--- config.mk ---
export PLATFORM = sky130hd
export DESIGN_NAME = speed_selector_flat
export DESIGN_NICKNAME = d
export VERILOG_FILES = /design/src/rtl/speed_selector_if.sv /design/src/rtl/speed_selector.sv /design/src/flat_wrapper.sv
export SDC_FILE = /design/constraint.sdc
export NUM_CORES = 1
export LEC_CHECK = 0
export ABC_AREA = 0
export CELL_PAD_IN_SITES_DETAIL_PLACEMENT = 0
export CELL_PAD_IN_SITES_GLOBAL_PLACEMENT = 2
export CORE_MARGIN = 5
export CORE_UTILIZATION = 41
export DETAILED_ROUTE_END_ITERATION = 12
export HOLD_SLACK_MARGIN = 0.02
export PLACE_DENSITY_LB_ADDON = 0.1
export RECOVER_POWER = 100
export SKIP_LAST_GASP = 1
export SLEW_MARGIN = 0
export SYNTH_ARGS = -nofsm -noshare
export SYNTH_HDL_FRONTEND = slang
export SYNTH_SLANG_ARGS = --single-unit
export TNS_END_PERCENT = 5
--- constraint.sdc ---
create_clock -name clk -period 2.8 [get_ports clk]
set_clock_uncertainty 0.1 [all_clocks]
set_input_delay 0.84 -clock clk [delete_from_list [all_inputs] [get_ports clk]]
set_output_delay 0.84 -clock clk [all_outputs]
set_load 0.03 [all_outputs]
--- src/rtl/speed_selector_if.sv ---
// Key and speed bundle between the board keys and the speed selector.
interface speed_selector_if;
   logic       btn_up_n;
   logic       btn_down_n;
   logic [2:0] speed;
   logic       speed_changed;
   logic       at_max;
   logic       at_min;

   modport master (
      output btn_up_n, btn_down_n,
      input  speed, speed_changed, at_max, at_min
   );

   modport slave (
      input  btn_up_n, btn_down_n,
      output speed, speed_changed, at_max, at_min
   );
endinterface

--- src/rtl/speed_selector.sv ---
// Turns two bouncy active-low keys into a saturating 3-bit speed code with
// press/auto-repeat stepping, status flags and a one-cycle change strobe.
module speed_selector #(
   parameter int DEBOUNCE_CYC      = 1000000,
   parameter int REPEAT_DELAY_CYC  = 25000000,
   parameter int REPEAT_PERIOD_CYC = 10000000,
   parameter int SPEED_MAX         = 7,
   parameter int SPEED_INIT        = 0
) (
   input  logic                    clk,
   input  logic                    rst_n,
   speed_selector_if.slave         bus
);

   localparam int DB_W   = $clog2(DEBOUNCE_CYC + 1);
   localparam int TM_MAX = (REPEAT_DELAY_CYC > REPEAT_PERIOD_CYC) ? REPEAT_DELAY_CYC : REPEAT_PERIOD_CYC;
   localparam int TM_W   = $clog2(TM_MAX + 1);
   localparam logic [2:0] MAX3  = 3'(SPEED_MAX);
   localparam logic [2:0] INIT3 = 3'(SPEED_INIT);

   typedef enum logic [1:0] {IDLE, HOLD, REPEAT} state_t;

   // Index 0 is the up key, index 1 the down key.
   logic [1:0]      raw;
   logic [1:0]      sync1;
   logic [1:0]      sync2;
   logic [1:0]      deb_lvl;
   logic [DB_W-1:0] db_cnt [2];
   logic [1:0]      pressed;
   logic            both_pressed;

   state_t          state     [2];
   state_t          state_nxt [2];
   logic [TM_W-1:0] timer     [2];
   logic [TM_W-1:0] timer_nxt [2];
   logic [1:0]      step;

   logic [2:0]      speed;
   logic [2:0]      speed_nxt;
   logic            speed_changed;
   logic            at_max;
   logic            at_min;

   assign raw          = {bus.btn_down_n, bus.btn_up_n};
   assign pressed      = ~deb_lvl;
   assign both_pressed = &pressed;

   always_ff @(posedge clk or negedge rst_n) begin
      if (!rst_n) begin
         sync1   <= 2'b11;
         sync2   <= 2'b11;
         deb_lvl <= 2'b11;
         for (int k = 0; k < 2; k++) db_cnt[k] <= '0;
      end else begin
         sync1 <= raw;
         sync2 <= sync1;
         // A level is accepted only after DEBOUNCE_CYC consecutive disagreeing samples.
         for (int k = 0; k < 2; k++) begin
            if (sync2[k] == deb_lvl[k]) begin
               db_cnt[k] <= '0;
            end else if (db_cnt[k] == DB_W'(DEBOUNCE_CYC - 1)) begin
               deb_lvl[k] <= ~deb_lvl[k];
               db_cnt[k]  <= '0;
            end else begin
               db_cnt[k] <= db_cnt[k] + DB_W'(1);
            end
         end
      end
   end

   always_ff @(posedge clk or negedge rst_n) begin
      if (!rst_n) begin
         for (int k = 0; k < 2; k++) begin
            state[k] <= IDLE;
            timer[k] <= '0;
         end
      end else begin
         for (int k = 0; k < 2; k++) begin
            state[k] <= state_nxt[k];
            timer[k] <= timer_nxt[k];
         end
      end
   end

   // With both keys held every step is suppressed and timers park at zero,
   // so the survivor resumes from a fresh HOLD once the other is released.
   always_comb begin
      step = 2'b00;
      for (int k = 0; k < 2; k++) begin
         state_nxt[k] = state[k];
         timer_nxt[k] = timer[k];
         case (state[k])
            IDLE: begin
               if (pressed[k]) begin
                  state_nxt[k] = HOLD;
                  timer_nxt[k] = '0;
                  step[k]      = ~both_pressed;
               end
            end
            HOLD: begin
               if (!pressed[k]) begin
                  state_nxt[k] = IDLE;
                  timer_nxt[k] = '0;
               end else if (both_pressed) begin
                  timer_nxt[k] = '0;
               end else if (timer[k] == TM_W'(REPEAT_DELAY_CYC - 1)) begin
                  state_nxt[k] = REPEAT;
                  timer_nxt[k] = '0;
                  step[k]      = 1'b1;
               end else begin
                  timer_nxt[k] = timer[k] + TM_W'(1);
               end
            end
            REPEAT: begin
               if (!pressed[k]) begin
                  state_nxt[k] = IDLE;
                  timer_nxt[k] = '0;
               end else if (both_pressed) begin
                  state_nxt[k] = HOLD;
                  timer_nxt[k] = '0;
               end else if (timer[k] == TM_W'(REPEAT_PERIOD_CYC - 1)) begin
                  timer_nxt[k] = '0;
                  step[k]      = 1'b1;
               end else begin
                  timer_nxt[k] = timer[k] + TM_W'(1);
               end
            end
            default: begin
               state_nxt[k] = IDLE;
               timer_nxt[k] = '0;
            end
         endcase
      end
   end

   always_comb begin
      speed_nxt = speed;
      if (step[0] && !step[1] && speed != MAX3) begin
         speed_nxt = speed + 3'd1;
      end else if (step[1] && !step[0] && speed != 3'd0) begin
         speed_nxt = speed - 3'd1;
      end
   end

   always_ff @(posedge clk or negedge rst_n) begin
      if (!rst_n) begin
         speed         <= INIT3;
         speed_changed <= 1'b0;
         at_max        <= (INIT3 == MAX3);
         at_min        <= (INIT3 == 3'd0);
      end else begin
         speed         <= speed_nxt;
         speed_changed <= (speed_nxt != speed);
         at_max        <= (speed_nxt == MAX3);
         at_min        <= (speed_nxt == 3'd0);
      end
   end

   assign bus.speed         = speed;
   assign bus.speed_changed = speed_changed;
   assign bus.at_max        = at_max;
   assign bus.at_min        = at_min;

endmodule

--- src/flat_wrapper.sv ---
// flat-port wrapper written by rule: the top's interface ports become plain ports
module speed_selector_flat 
#(
   parameter int DEBOUNCE_CYC      = 1000000,
   parameter int REPEAT_DELAY_CYC  = 25000000,
   parameter int REPEAT_PERIOD_CYC = 10000000,
   parameter int SPEED_MAX         = 7,
   parameter int SPEED_INIT        = 0
)
  (clk, rst_n, bus_btn_up_n, bus_btn_down_n, bus_speed, bus_speed_changed, bus_at_max, bus_at_min);
  speed_selector_if bus_i ();
  input  logic clk;
  input  logic rst_n;
  input wire logic [$bits(bus_i.btn_up_n)-1:0] bus_btn_up_n;
  input wire logic [$bits(bus_i.btn_down_n)-1:0] bus_btn_down_n;
  output wire logic [$bits(bus_i.speed)-1:0] bus_speed;
  output wire logic [$bits(bus_i.speed_changed)-1:0] bus_speed_changed;
  output wire logic [$bits(bus_i.at_max)-1:0] bus_at_max;
  output wire logic [$bits(bus_i.at_min)-1:0] bus_at_min;
  assign bus_i.btn_up_n = bus_btn_up_n;
  assign bus_i.btn_down_n = bus_btn_down_n;
  assign bus_speed = bus_i.speed;
  assign bus_speed_changed = bus_i.speed_changed;
  assign bus_at_max = bus_i.at_max;
  assign bus_at_min = bus_i.at_min;
  speed_selector #(.DEBOUNCE_CYC(DEBOUNCE_CYC), .REPEAT_DELAY_CYC(REPEAT_DELAY_CYC), .REPEAT_PERIOD_CYC(REPEAT_PERIOD_CYC), .SPEED_MAX(SPEED_MAX), .SPEED_INIT(SPEED_INIT)) u_core (.clk(clk), .rst_n(rst_n), .bus(bus_i));
endmodule
==> results.md <==
* Final Hold Fails at 0
* Cell variety after synth at 58
* Dpl hpwl at 8740 µm
* Hold Buf Count CTS at 0
* CTS root buf: clkbuf_16
* DRC at 0
* WP data arrival at 2.78 ns
* Syn_nets at 624
* TritonRoute pass-1 iters at 4
* CTS tree: built
* Pin count of the biggest net entering global routing at 60
* Die Ht at 128 µm
* Syn_area_per_cell at 9.44 µm²
* Vias in the first global route at 4426
* Final setup viols at 0
* Largest family of logic cells by synthesized area: simple AND/OR/NAND/NOR gates
* Worst setup SP type: register
* Register-to-register setup slack at 0.15 ns
* Vias at 4373
* Clk Latency, worst-skew pair at 0.36 ns
* Synth warn at 0
* Synth Flop Type: dfrtp_1
* Max-slew headroom at -2.33%
* Worst EP required at 2.93 ns
* WHS Path Cells at 0
* Share of the clock period used by the worst path at 94.7%
* PD cells at 452 mW/mm²
* CP endpoint kind: register
* Register area share after synthesis at 46.7%
* Setup CP Type: register to register
* CTS buffer count at 9
* Die Wd at 128 µm
* Max FO, Critical Path at 12
* Status: complete, but fails checks
* Final Util at 45.6%
* XOR/XNOR Fraction of Synth Area at 8.29%
* # clock sinks at 106
* Initial DRC count at 224
* Synth Area in Compound Gates at 11.1%
* Post-Syn Area at 0.00570 mm²
* VDD IR-drop max at 0.306 mV
* CTS clk-pin slew, worst paths at 0.08 ns
* PortBufs at 9
* Commonest cells after routing, fill and taps aside: 99 x dfrtp_1, 74 x nor2_1, 47 x nand3_1, 45 x nand2_1, 35 x xor2_1
* Max-slew violation count at 60
* Row count at 43
* R2r worst-path depth at 7
* Commonest non-fill, non-tap cell in the layout: dfrtp_1
* Die area at 0.0164 mm²
* Fmax at 377 MHz
* Tmin final at 2.65 ns
* DR WL/cell at 15.6 µm
* Number of max-cap violations at 1
* Reg2reg start: u_core.timer[0]$_DFFE_PN0P_
* Fin nets at 637
* Number of synthesized flops with an enable pin at 0
* Grt total ovfl at 0
* Reg-to-Reg End: u_core.timer[20]$_DFFE_PN0P_
* Lkg Pwr at 2.67 nW
* Register bit total from synthesis at 106
* First-pass GRT wire length at 21600 µm
* Mux share of post-synthesis cell area at 1.65%
* WHS at 0.271 ns
* Clock buffer depth at 2
* Worst-margin pin slew at 1.53 ns
* Simple logic cell fraction of the synthesized area at 26.0%
* Antenna diodes at 0
* P&R area growth vs syn at 10.2%
* Setup Fix Bufs, Post-CTS at 0
* Post-Synth Adder-Cell Area at 3.51%
* Post-Route WL at 12500 µm
* # IOs at 10
* H-tree levels at 3
* Initial antenna violation count at 0
* RSZ-0062 raised after global routing: true
* Share of cells above drive strength 1 at 7.40%
* Cts repair resizes at 0
* Total Routing Usage GR at 16.2%
* Worst hold start: u_core.sync1[0]$_DFF_PN1_
* Number of routed nets with antenna violations at 0
* Starting Density at 41.4%
* FFs w/ async S/R, synth at 100%
* Core region area at 0.0138 mm²
* Post-Synthesis Cells at 604
* Routability cong. at 0.803
* Hold Crit Class: register to register
* Sink of the worst hold path: u_core.sync2[0]$_DFF_PN1_
* Failing checks: capacitance limit, slew limit
* Vias per cell at 5.45
* Fillcell total at 1378
[worst max path at each step]
stage          depth (start not counted)  slack (ns)                      endpoint                     startpoint
2_1_floorplan                          8        0.22   u_core.bus.at_max$_DFF_PN0_  u_core.bus.speed[0]$_DFF_PN0_
3_3_place_gp                           8        0.24   u_core.bus.at_max$_DFF_PN0_  u_core.bus.speed[0]$_DFF_PN0_
3_5_place_dp                           7        0.16  u_core.timer[20]$_DFFE_PN0P_    u_core.timer[0]$_DFFE_PN0P_
4_1_cts                                7        0.13  u_core.timer[20]$_DFFE_PN0P_    u_core.timer[0]$_DFFE_PN0P_
5_1_grt                                7       -0.05  u_core.timer[14]$_DFFE_PN0P_    u_core.timer[0]$_DFFE_PN0P_
6_report                               7        0.15  u_core.timer[20]$_DFFE_PN0P_    u_core.timer[0]$_DFFE_PN0P_
[kinds of logic (layout without fill, tap and decap cells)]
group                    after synthesis  count (layout)
multiplexers                           9               9
AND/OR/NAND/NOR                      284             284
AO/OA/AOI/OAI                         95              95
adder cells (fa/ha/maj)               16              16
buffers and inverters                 40              58
flip-flops                           106             106
XOR/XNOR                              54              54
[critical path, stage by stage, from the launching register on]
cell and delay, ns:
dfrtp_1 0.38, ha_1 0.20, nand3_1 0.14, or4_4 0.61, o21ai_1 0.24, a21oi_1 0.34, nor2_2 0.41, nor2_1 0.10
[layer usage]
layer | part of all wire, % | GRT usage, % | routed length [µm] | up-vias
met5 | 0 | 0 | 0 | -
met4 | 2.3 | 6.37 | 283 | 0
met3 | 2.6 | 3.54 | 321 | 24
met2 | 48 | 26.6 | 6010 | 59
met1 | 47 | 21.0 | 5910 | 2131
li1 | - | - | - | 2159
[power by group]
| part | switching [W] | total (W) | internal (W) |
|---|---|---|---|
| logic | 0.0000453 | 0.0000562 | 0.0000109 |
| clock network | 0.000615 | 0.00124 | 0.000621 |
| registers | 0.00000789 | 0.00155 | 0.00154 |
[cells in the mapped netlist (all sizes together), types with 2 or more instances]
cell type	count	area, µm²
a211oi	2	20.0
a21o	11	82.6
a21oi	19	95.1
a22o	11	96.3
a31o	3	26.3
a31oi	5	31.3
and2	9	57.6
and3	18	113
and4	8	70.1
buf	5	23.8
clkbuf	13	48.8
dfrtp	99	2480
dfstp	7	184
ha	16	200
inv	22	82.6
mux2	3	33.8
mux2i	6	60.1
nand2	45	169
nand2b	2	12.5
nand3	47	235
nand3b	2	15.0
nand4	14	87.6
nor2	76	290
nor2b	5	31.3
nor3	16	85.1
nor3b	2	15.0
nor4	10	62.6
nor4b	6	58.8
nor4bb	3	30.0
o21a	3	22.5
o21ai	28	140
o22a	2	17.5
or2	4	25.0
or3	10	62.6
or4	4	33.8
or4b	2	20.0
xnor2	19	166
xor2	35	307
[sequential cells by signal, indices dropped and copies added (netlist names)]
signal                    cells
u_core.db_cnt                40
u_core.bus.at_min             1
u_core.state                  4
u_core.bus.at_max             1
u_core.bus.speed_changed      1
u_core.timer                 50
u_core.deb_lvl                2
u_core.sync1                  2
u_core.bus.speed              3
u_core.sync2                  2
[final cells by class]
type                            count  area, µm²  area share [%]
Tap cell                          180        225            3.58
Timing Repair Buffer               20        155            2.47
Inverter                           22       82.6            1.31
Sequential cell                   106       2660            42.4
Multi-Input combinational cell    458       2870            45.7
Clock inverter                      7       65.1            1.04
Clock buffer                        9        225            3.58
[per-stage QoR]
stage          TNS, ns  power, W  area [µm²]  cells  worst slack, ns
2_1_floorplan        0   0.00160        5700    604            0.224
3_3_place_gp         0   0.00165        6050    786            0.241
3_5_place_dp         0   0.00165        6050    786            0.157
4_1_cts              0   0.00292        6340    802            0.134
5_1_grt         -0.649   0.00297        6280    802          -0.0468
6_report             0   0.00284        6280    802            0.149
Note: power is estimated with default switching activity, not from simulation.
